===== src/rtl/gpu_blitter.sv =====
// Sprite blitter: in-order draw/clear command queue feeding a one-pixel-per-cycle
// fetch engine with flip, colour key, clipping and a fixed-latency read pipeline.
module gpu_blitter #(
  parameter int unsigned QUEUE_DEPTH = 8,
  parameter int unsigned FB_WIDTH    = 120,
  parameter int unsigned FB_HEIGHT   = 160,
  parameter int unsigned FB_COORD_W  = 8,
  parameter int unsigned COLOR_W     = 16,
  parameter int unsigned ADDR_W      = 32,
  parameter int unsigned MEM_LATENCY = 1
) (
  input  logic                  clk,
  input  logic                  rstn,
  output logic [ADDR_W-1:0]     mem_addr,
  output logic                  mem_rd,
  input  logic [COLOR_W-1:0]    mem_rdata,
  input  logic [ADDR_W-1:0]     ctrl_address,
  input  logic [15:0]           ctrl_address_x,
  input  logic [15:0]           ctrl_address_y,
  input  logic [15:0]           ctrl_sheetsize,
  input  logic [15:0]           ctrl_width,
  input  logic [15:0]           ctrl_height,
  input  logic [15:0]           ctrl_x,
  input  logic [15:0]           ctrl_y,
  input  logic [2:0]            ctrl_flags,
  input  logic [COLOR_W-1:0]    ctrl_key,
  input  logic [COLOR_W-1:0]    ctrl_clear_color,
  input  logic                  ctrl_draw,
  input  logic                  ctrl_clear,
  output logic                  ctrl_full,
  output logic                  ctrl_busy,
  output logic [FB_COORD_W-1:0] fb_x,
  output logic [FB_COORD_W-1:0] fb_y,
  output logic [COLOR_W-1:0]    fb_color,
  output logic                  fb_write
);
  localparam int unsigned QPTR_W = $clog2(QUEUE_DEPTH);
  localparam int unsigned QCNT_W = QPTR_W + 1;

  typedef enum logic [2:0] {IDLE, LOAD, ISSUE, DRAIN, CLEAR} state_e;

  typedef struct packed {
    logic               is_clear;
    logic [ADDR_W-1:0]  address;
    logic [15:0]        addr_x;
    logic [15:0]        addr_y;
    logic [15:0]        sheet;
    logic [15:0]        width;
    logic [15:0]        height;
    logic [15:0]        x;
    logic [15:0]        y;
    logic [2:0]         flags;
    logic [COLOR_W-1:0] key;
    logic [COLOR_W-1:0] clear_color;
  } cmd_t;

  typedef struct packed {
    logic                  vld;
    logic                  inb;
    logic                  key_en;
    logic [FB_COORD_W-1:0] x;
    logic [FB_COORD_W-1:0] y;
  } pix_t;

  state_e                state_q, state_d;
  cmd_t                  queue_q [QUEUE_DEPTH];
  cmd_t                  cmd_q, cmd_d, new_cmd_c, head_c;
  logic [QPTR_W-1:0]     wr_ptr_q, wr_ptr_d, rd_ptr_q, rd_ptr_d;
  logic [QCNT_W-1:0]     count_q, count_d;
  logic                  push_c, pop_c;
  logic [15:0]           i_q, i_d, j_q, j_d;
  logic [FB_COORD_W-1:0] cx_q, cx_d, cy_q, cy_d;
  pix_t                  iss_q, iss_d, mature_c;
  pix_t                  pipe_q [MEM_LATENCY];
  pix_t                  pipe_d [MEM_LATENCY];
  logic                  pipe_busy_c, pipe_busy_next_c;
  logic [15:0]           off_x_c, off_y_c;
  logic [ADDR_W-1:0]     sx_c, sy_c;
  logic [16:0]           dx_c, dy_c;
  logic                  inb_c;
  logic                  mem_rd_q, mem_rd_d;
  logic [ADDR_W-1:0]     mem_addr_q, mem_addr_d;
  logic                  fb_write_q, fb_write_d;
  logic [FB_COORD_W-1:0] fb_x_q, fb_x_d, fb_y_q, fb_y_d;
  logic [COLOR_W-1:0]    fb_color_q, fb_color_d;
  logic                  ctrl_full_q, ctrl_full_d;
  logic                  ctrl_busy_q, ctrl_busy_d;

  // Command queue bookkeeping; a full queue silently drops pulses, clear wins a tie.
  always_comb begin
    new_cmd_c.is_clear    = ctrl_clear;
    new_cmd_c.address     = ctrl_address;
    new_cmd_c.addr_x      = ctrl_address_x;
    new_cmd_c.addr_y      = ctrl_address_y;
    new_cmd_c.sheet       = ctrl_sheetsize;
    new_cmd_c.width       = ctrl_width;
    new_cmd_c.height      = ctrl_height;
    new_cmd_c.x           = ctrl_x;
    new_cmd_c.y           = ctrl_y;
    new_cmd_c.flags       = ctrl_flags;
    new_cmd_c.key         = ctrl_key;
    new_cmd_c.clear_color = ctrl_clear_color;
    push_c   = (ctrl_draw | ctrl_clear) & (count_q != QCNT_W'(QUEUE_DEPTH));
    pop_c    = (state_q == LOAD);
    head_c   = queue_q[rd_ptr_q];
    wr_ptr_d = push_c ? wr_ptr_q + QPTR_W'(1) : wr_ptr_q;
    rd_ptr_d = pop_c ? rd_ptr_q + QPTR_W'(1) : rd_ptr_q;
    count_d  = count_q + QCNT_W'(push_c) - QCNT_W'(pop_c);
  end

  always_ff @(posedge clk) begin
    if (push_c) queue_q[wr_ptr_q] <= new_cmd_c;
  end

  // Source address and destination of the pixel issued this cycle.
  always_comb begin
    off_x_c = cmd_q.flags[0] ? (cmd_q.width - 16'd1 - i_q) : i_q;
    off_y_c = cmd_q.flags[1] ? (cmd_q.height - 16'd1 - j_q) : j_q;
    sx_c    = ADDR_W'(cmd_q.addr_x) + ADDR_W'(off_x_c);
    sy_c    = ADDR_W'(cmd_q.addr_y) + ADDR_W'(off_y_c);
    dx_c    = {cmd_q.x[15], cmd_q.x} + {1'b0, i_q};
    dy_c    = {cmd_q.y[15], cmd_q.y} + {1'b0, j_q};
    inb_c   = ~dx_c[16] && (dx_c < 17'(FB_WIDTH)) && ~dy_c[16] && (dy_c < 17'(FB_HEIGHT));
  end

  always_comb begin
    pipe_d[0]   = iss_q;
    pipe_busy_c = iss_q.vld;
    for (int unsigned k = 1; k < MEM_LATENCY; k++) pipe_d[k] = pipe_q[k-1];
    for (int unsigned k = 0; k < MEM_LATENCY; k++) pipe_busy_c = pipe_busy_c | pipe_q[k].vld;
    mature_c = pipe_q[MEM_LATENCY-1];
  end

  // Engine next state and registered outputs.
  always_comb begin
    state_d    = state_q;
    cmd_d      = cmd_q;
    i_d        = i_q;
    j_d        = j_q;
    cx_d       = cx_q;
    cy_d       = cy_q;
    iss_d      = '0;
    mem_rd_d   = 1'b0;
    mem_addr_d = '0;
    fb_write_d = 1'b0;
    fb_x_d     = '0;
    fb_y_d     = '0;
    fb_color_d = '0;

    if (mature_c.vld && mature_c.inb && !(mature_c.key_en && (mem_rdata == cmd_q.key))) begin
      fb_write_d = 1'b1;
      fb_x_d     = mature_c.x;
      fb_y_d     = mature_c.y;
      fb_color_d = mem_rdata;
    end

    case (state_q)
      IDLE: begin
        if (count_q != '0) state_d = LOAD;
      end
      LOAD: begin
        cmd_d = head_c;
        i_d   = '0;
        j_d   = '0;
        cx_d  = '0;
        cy_d  = '0;
        if (head_c.is_clear)                               state_d = CLEAR;
        else if (head_c.width == '0 || head_c.height == '0) state_d = IDLE;
        else                                                state_d = ISSUE;
      end
      ISSUE: begin
        mem_rd_d     = 1'b1;
        mem_addr_d   = cmd_q.address + sx_c + sy_c * ADDR_W'(cmd_q.sheet);
        iss_d.vld    = 1'b1;
        iss_d.inb    = inb_c;
        iss_d.key_en = cmd_q.flags[2];
        iss_d.x      = dx_c[FB_COORD_W-1:0];
        iss_d.y      = dy_c[FB_COORD_W-1:0];
        if (i_q == cmd_q.width - 16'd1) begin
          i_d = '0;
          if (j_q == cmd_q.height - 16'd1) state_d = DRAIN;
          else                             j_d = j_q + 16'd1;
        end else begin
          i_d = i_q + 16'd1;
        end
      end
      DRAIN: begin
        if (!pipe_busy_c) state_d = IDLE;
      end
      CLEAR: begin
        fb_write_d = 1'b1;
        fb_x_d     = cx_q;
        fb_y_d     = cy_q;
        fb_color_d = cmd_q.clear_color;
        if (cx_q == FB_COORD_W'(FB_WIDTH - 1)) begin
          cx_d = '0;
          if (cy_q == FB_COORD_W'(FB_HEIGHT - 1)) state_d = IDLE;
          else                                    cy_d = cy_q + FB_COORD_W'(1);
        end else begin
          cx_d = cx_q + FB_COORD_W'(1);
        end
      end
      default: state_d = IDLE;
    endcase

    pipe_busy_next_c = iss_d.vld;
    for (int unsigned k = 0; k < MEM_LATENCY; k++) pipe_busy_next_c = pipe_busy_next_c | pipe_d[k].vld;
    ctrl_full_d = (count_d == QCNT_W'(QUEUE_DEPTH));
    ctrl_busy_d = (count_d != '0) || (state_d != IDLE) || pipe_busy_next_c;
  end

  always_ff @(posedge clk or negedge rstn) begin
    if (!rstn) begin
      state_q     <= IDLE;
      cmd_q       <= '0;
      wr_ptr_q    <= '0;
      rd_ptr_q    <= '0;
      count_q     <= '0;
      i_q         <= '0;
      j_q         <= '0;
      cx_q        <= '0;
      cy_q        <= '0;
      iss_q       <= '0;
      mem_rd_q    <= 1'b0;
      mem_addr_q  <= '0;
      fb_write_q  <= 1'b0;
      fb_x_q      <= '0;
      fb_y_q      <= '0;
      fb_color_q  <= '0;
      ctrl_full_q <= 1'b0;
      ctrl_busy_q <= 1'b0;
      for (int unsigned k = 0; k < MEM_LATENCY; k++) pipe_q[k] <= '0;
    end else begin
      state_q     <= state_d;
      cmd_q       <= cmd_d;
      wr_ptr_q    <= wr_ptr_d;
      rd_ptr_q    <= rd_ptr_d;
      count_q     <= count_d;
      i_q         <= i_d;
      j_q         <= j_d;
      cx_q        <= cx_d;
      cy_q        <= cy_d;
      iss_q       <= iss_d;
      mem_rd_q    <= mem_rd_d;
      mem_addr_q  <= mem_addr_d;
      fb_write_q  <= fb_write_d;
      fb_x_q      <= fb_x_d;
      fb_y_q      <= fb_y_d;
      fb_color_q  <= fb_color_d;
      ctrl_full_q <= ctrl_full_d;
      ctrl_busy_q <= ctrl_busy_d;
      for (int unsigned k = 0; k < MEM_LATENCY; k++) pipe_q[k] <= pipe_d[k];
    end
  end

  assign mem_rd    = mem_rd_q;
  assign mem_addr  = mem_addr_q;
  assign fb_write  = fb_write_q;
  assign fb_x      = fb_x_q;
  assign fb_y      = fb_y_q;
  assign fb_color  = fb_color_q;
  assign ctrl_full = ctrl_full_q;
  assign ctrl_busy = ctrl_busy_q;

endmodule


===== config.mk =====
export PLATFORM = sky130hd
export DESIGN_NAME = gpu_blitter
export DESIGN_NICKNAME = d
export VERILOG_FILES = /design/src/rtl/gpu_blitter.sv
export SDC_FILE = /design/constraint.sdc
export NUM_CORES = 2
export LEC_CHECK = 0
export CORE_MARGIN = 2
export CORE_UTILIZATION = 45
export CTS_CLUSTER_DIAMETER = 150
export DETAILED_ROUTE_END_ITERATION = 12
export DONT_BUFFER_PORTS = 1
export SLEW_MARGIN = 20
export SYNTH_ARGS = -nofsm -noshare
export SYNTH_HDL_FRONTEND = slang
export SYNTH_SLANG_ARGS = --single-unit

===== constraint.sdc =====
create_clock -name clk -period 20.7 [get_ports clk]
set_input_delay 3.105 -clock clk [delete_from_list [all_inputs] [get_ports clk]]
set_output_delay 3.105 -clock clk [all_outputs]
set_load 0.02 [all_outputs]

After elaboration in Yosys (flattened, before gate mapping). Memories as Yosys holds them, arrays and structs flattened. Index checks and enable logic that the tools add are counted.

Register bits after elaboration: 346. Memory bits (writable): 1440. Output and inout bits: 68. Word-level logic and storage cells: 134. Memories: 1.

Memory list: queue_q (depth 8, width 180, rd ports 1, clocked after memory_dff 0, wr ports 1, line 66) `cmd_t queue_q [QUEUE_DEPTH];`.

$add $sub $neg: 18. Multiply operators: 1. $lt $le $gt $ge: 2. Eq/ne operators: 15. Mux-type cells: 34. Bitwise logic cells: 6. Reductions and logical operators: 20.

Operators with widths (count): $mux 16 (7); $pmux 16 s2 (2); $mux 8 (7); $eq 16x16->1 (3); $add 16x16->17 (2); $add 17x16->17 (2); $add 16x1->16 const B (2); $add 32x17->32 (1); $add 32x32->32 (1); $logic_not 16->1 (2); $mul 17x16->32 (1); $mux 32 (1); $pmux 8 s2 (2); $sub 16x1->16 const B (2); $sub 16x16->16 (2); $mux 3 (7); $mux 19 (1); $lt 17x7->1 const B (1); $lt 17x8->1 const B (1); $add 8x1->8 const B (2); $pmux 3 s5 (1); $eq 8x7->1 const B (1); $eq 8x8->1 const B (1); $ne 2x2->1 const B (4); 21 further kinds (40).

Logic depth before layout (Yosys ltp). An unclocked memory read counts as a cell.

Depth after elaboration: 9. Mapped depth: 44.

Worst setup path before layout. No wires, ideal clock.

Kind: input port to flip-flop. Start: in ctrl_clear. End: mem queue_q[0][0] in the netlist's numbering, enable pin. Data arrival time: 20.401 ns. Required time: 19.540 ns. Setup slack: -0.861 ns. Cell stages on the path: 3. Buffers on the path: 0. Path through: o21a_1 > clkinv_1 > nor4_1.

Longest elaborated chain between the ends: 4.

Ends and longest elaborated chain: start, declared (line 29) `input logic ctrl_clear,`; $or 1x1->1 (line 103) `push_c = (ctrl_draw | ctrl_clear) & (count_q != QCNT_W'(QUEUE_DEPTH));`; $and 1x1->1 (line 103); $mux 1 (line 112) `if (push_c) queue_q[wr_ptr_q] <= new_cmd_c;`; $mux 1 (not written as such) (line 112); end, declared (line 66).

Every way passes these cells.

Worst setup path in the final report.
Start: reg cmd_q[67] in the netlist's numbering. End: reg mem_addr_q[30] (netlist: mem_addr[30]).

Longest elaborated chain between the ends: 7.

Ends and longest elaborated chain: start, declared (line 67) `cmd_t cmd_q, cmd_d, new_cmd_c, head_c;`; start signal, assigned (line 235) `cmd_q <= cmd_d;`; $sub 16x1->16 (line 118) `off_y_c = cmd_q.flags[1] ? (cmd_q.height - 16'd1 - j_q) : j_q;`; $sub 16x16->16 (line 118); $mux 16 (line 118); $add 16x16->17 (line 120) `sy_c = ADDR_W'(cmd_q.addr_y) + ADDR_W'(off_y_c);`; $mul 17x16->32 (line 173) `mem_addr_d = cmd_q.address + sx_c + sy_c * ADDR_W'(cmd_q.sheet);`; $add 32x32->32 (line 173); $mux 32 (line 157) `case (state_q)`; via mem_addr_d[30] (line 82) `logic [ADDR_W-1:0] mem_addr_q, mem_addr_d;`; end signal, assigned (line 245) `mem_addr_q <= mem_addr_d;`; end, declared (line 82).

The timed path passes the listed nets, and every way through them passes these cells. A chain may end at the register's enable or synchronous reset.

==> run metrics <==
outcome=finished, final reports clean; RR Startpoint=cmd_q[67]$_DFFE_PN0P_; sequential share of the synthesized area=around 64%; CTS Hold Bufs=0; Mean Syn Cell Area=15.9 µm²; number of distinct library cells after synthesis=a little under 80; clock tree root buffer cell=clkbuf_16; number of global-route vias before repair=roughly 45000; vias per cell=roughly 5.6; WS Path Type=reg2reg; arrival time at the worst endpoint=about 12 ns; Bufs on Longest Clock Path=3; reg2reg path depth=35; Pre-antenna DRT Iters=7; worst reg-to-reg setup slack=just over 9 ns; # port buffers=0; Die Span X=430 µm; WL/cell=~25 µm; postcts setup bufs=0; register bit total from synthesis=about 1800; Max-cap violations=0; Post-Synthesis Cells=between 5000 and 6000; largest net degree at the start of global routing=346; most used routing layer=met2; Initial Util=45.2%; crit path launch=cmd_q[67]$_DFFE_PN0P_; EDFF count, synth=between 1000 and 1500; Residual DRC=0; RSZ-0062 raised after global routing=false; first-pass GRT wire length=294000 µm; placer's final routability congestion estimate=between 0.8 and 0.9; met2 Resource Use GR=between 30% and 40%; ANT nets after route=0; Worst Path Max Fanout=16; clk slew on worst S/H paths=about 0.06 ns; CP max stage delay=about 0.89 ns; die extent in y=430 µm; total CTS buffers=between 150 and 200; final worst path period need=between 10 and 15 ns; fraction of layout cells with a size suffix above 1=between 10% and 20%; Site Rows=156; post-cts resize count=0; CP Capture Point=mem_addr[30]$_DFF_PN0_; worst min path class=reg2reg; worst reg2reg endpoint=mem_addr[30]$_DFF_PN0_; Top FF cell, synth=edfxtp_1; core outline area=between 150000 and 200000 µm²; Synth async-reset ratio=between 10% and 20%; most frequent cells in the layout=1440 x edfxtp_1, 434 x inv_1, 360 x mux4_2; clk sinks=~1800; fmax=88.1 MHz; slowest CP cell=a2111oi_1; met3 global-route usage=around 4.2%; Congestion Overflow GR=0; Synth Cell Area=~82000 µm²; initial DRC count=around 3200; Most common cell on crit path=fa_1; syn nets=5808; area growth from synthesis to layout=11.3%; most common cell after layout, fill and taps aside=edfxtp_1; GRT Total Usage=21.4%; initial antenna violation count=3; GRT met1 Usage=around 30%; startpoint types=register; final hold vios=0; warnings from Yosys=0; post-layout net count=5858; actual slew at the worst max-slew pin=between 1 and 1.5 ns; post-route setup TNS=0 ns; final period utilization=roughly 55%; HPWL Detailed=between 100000 and 150000 µm; Final Max Slew Viols=0; IO Pins=roughly 270; CTS tree=yes; vias=about 43000; setup violators final=0; drt total wl=approximately 200000 µm; Worst Skew=~0.039 ns; worst path required time=~21 ns; H-tree level count=4; critical path endpoint category=register; Slew headroom=between 10% and 20%; clock latency on the worst-skew pair=0.83 ns; full die area=around 180000 µm²
[worst max-delay path, delay by kind of cell (launching register included)]
kind                       cells  cell delay, ns
buffers and inverters          4            0.41
AOI/OAI and AO/OA             13            3.90
muxes                          1            0.12
xor gates and xnor gates       1            0.19
adders and majority gates      9            4.10
and+or+nand+nor                7            2.08
DFF                            1            0.42
[worst min path at each step]
| stage | cells past startpoint | start | slack [ns] | endpoint |
|---|---|---|---|---|
| 2_1_floorplan | 0 | iss_q[0]$_DFF_PN0_ | 0.33 | mature_c[0]$_DFF_PN0_ |
| 3_3_place_gp | 0 | iss_q[15]$_DFF_PN0_ | 0.34 | mature_c[15]$_DFF_PN0_ |
| 3_5_place_dp | 0 | iss_q[16]$_DFF_PN0_ | 0.33 | mature_c[16]$_DFF_PN0_ |
| 4_1_cts | 0 | iss_q[12]$_DFF_PN0_ | 0.35 | mature_c[12]$_DFF_PN0_ |
| 5_1_grt | 0 | iss_q[17]$_DFF_PN0_ | 0.35 | mature_c[17]$_DFF_PN0_ |
| 6_report | 0 | iss_q[12]$_DFF_PN0_ | 0.34 | mature_c[12]$_DFF_PN0_ |
[sequential cells by signal, indices dropped and copies added, names as in the netlist, 16 cells and up]
register	cells
fb_color	16
queue_q	1440
mature_c	19
mem_addr	32
i_q	16
iss_q	19
j_q	16
cmd_q	179
[through the flow]
step	setup WS (ns)	hold WS, ns	util (%)	cells	cell area [µm²]
finish	9.35	0.340	50.3	7727	90700
global route	8.61	0.350	50.3	7726	90700
CTS	9.36	0.345	50.3	7725	90700
detailed placement	9.43	0.335	46.8	7369	84400
global placement	9.14	0.336	46.8	7369	84400
floorplan	4.03	0.331	-	5138	81500
[logic make-up after synthesis]
| kind of cell | Yosys count | share of synthesized area (%) |
|---|---|---|
| muxes | 552 | 12.3 |
| adders and majority gates | 471 | 9.77 |
| and+or+nand+nor | 986 | 5.72 |
| buffers and inverters | 651 | 3.04 |
| AOI/OAI and AO/OA | 554 | 4.04 |
| DFF | 1785 | 63.6 |
| xor gates and xnor gates | 139 | 1.49 |
[area by class of cell]
cell class,instances,area (µm²)
Multi-Input combinational cell,2702,27300
Tap cell,2370,2970
Inverter,437,1650
Fill cell,15000,89600
Sequential cell,1785,51900
Clock buffer,258,5200
Timing Repair Buffer,75,676
Antenna cell,2,5.00
Clock inverter,98,1100
[metal layers]
| layer | vias up | routed length (µm) |
|---|---|---|
| li1 | 19100 | - |
| met1 | 22600 | 86000 |
| met2 | 995 | 94200 |
| met3 | 249 | 10500 |
| met4 | 0 | 4450 |
| met5 | - | 0 |
[synthesized netlist by cell type, types with 5 or more instances]
library cell,count,area [µm²]
buf_2,29,145
mux4_2,360,8110
a31oi_1,9,56.3
dfrtp_1,345,8630
nand2_1,285,1070
o21bai_1,11,82.6
a2111oi_0,6,52.6
and2_1,153,957
xor2_1,48,420
a21oi_1,252,1260
nand4_1,23,144
or2_2,5,31.3
o31ai_1,16,120
nand3_1,41,205
fa_1,276,5530
o22ai_1,7,43.8
nor2_1,307,1150
nor3_1,34,170
a211oi_1,16,120
mux2i_1,191,1910
and3_1,19,119
o211ai_1,13,97.6
o2111ai_1,5,43.8
nor4_1,18,113
buf_1,35,131
o21ai_0,126,631
o41ai_1,5,43.8
o21a_1,17,128
xnor2_1,91,797
a21boi_0,8,60.1
or4_1,8,60.1
inv_1,435,1630
or3_1,17,106
a21o_1,26,195
edfxtp_1,1440,43200
nand2b_1,30,188
a31o_2,7,61.3
ha_1,195,2440
clkbuf_1,150,563
nor2b_1,21,131
Power is not shown: default switching activity piles up to over one toggle a cycle in this logic, so the estimate is an artifact.
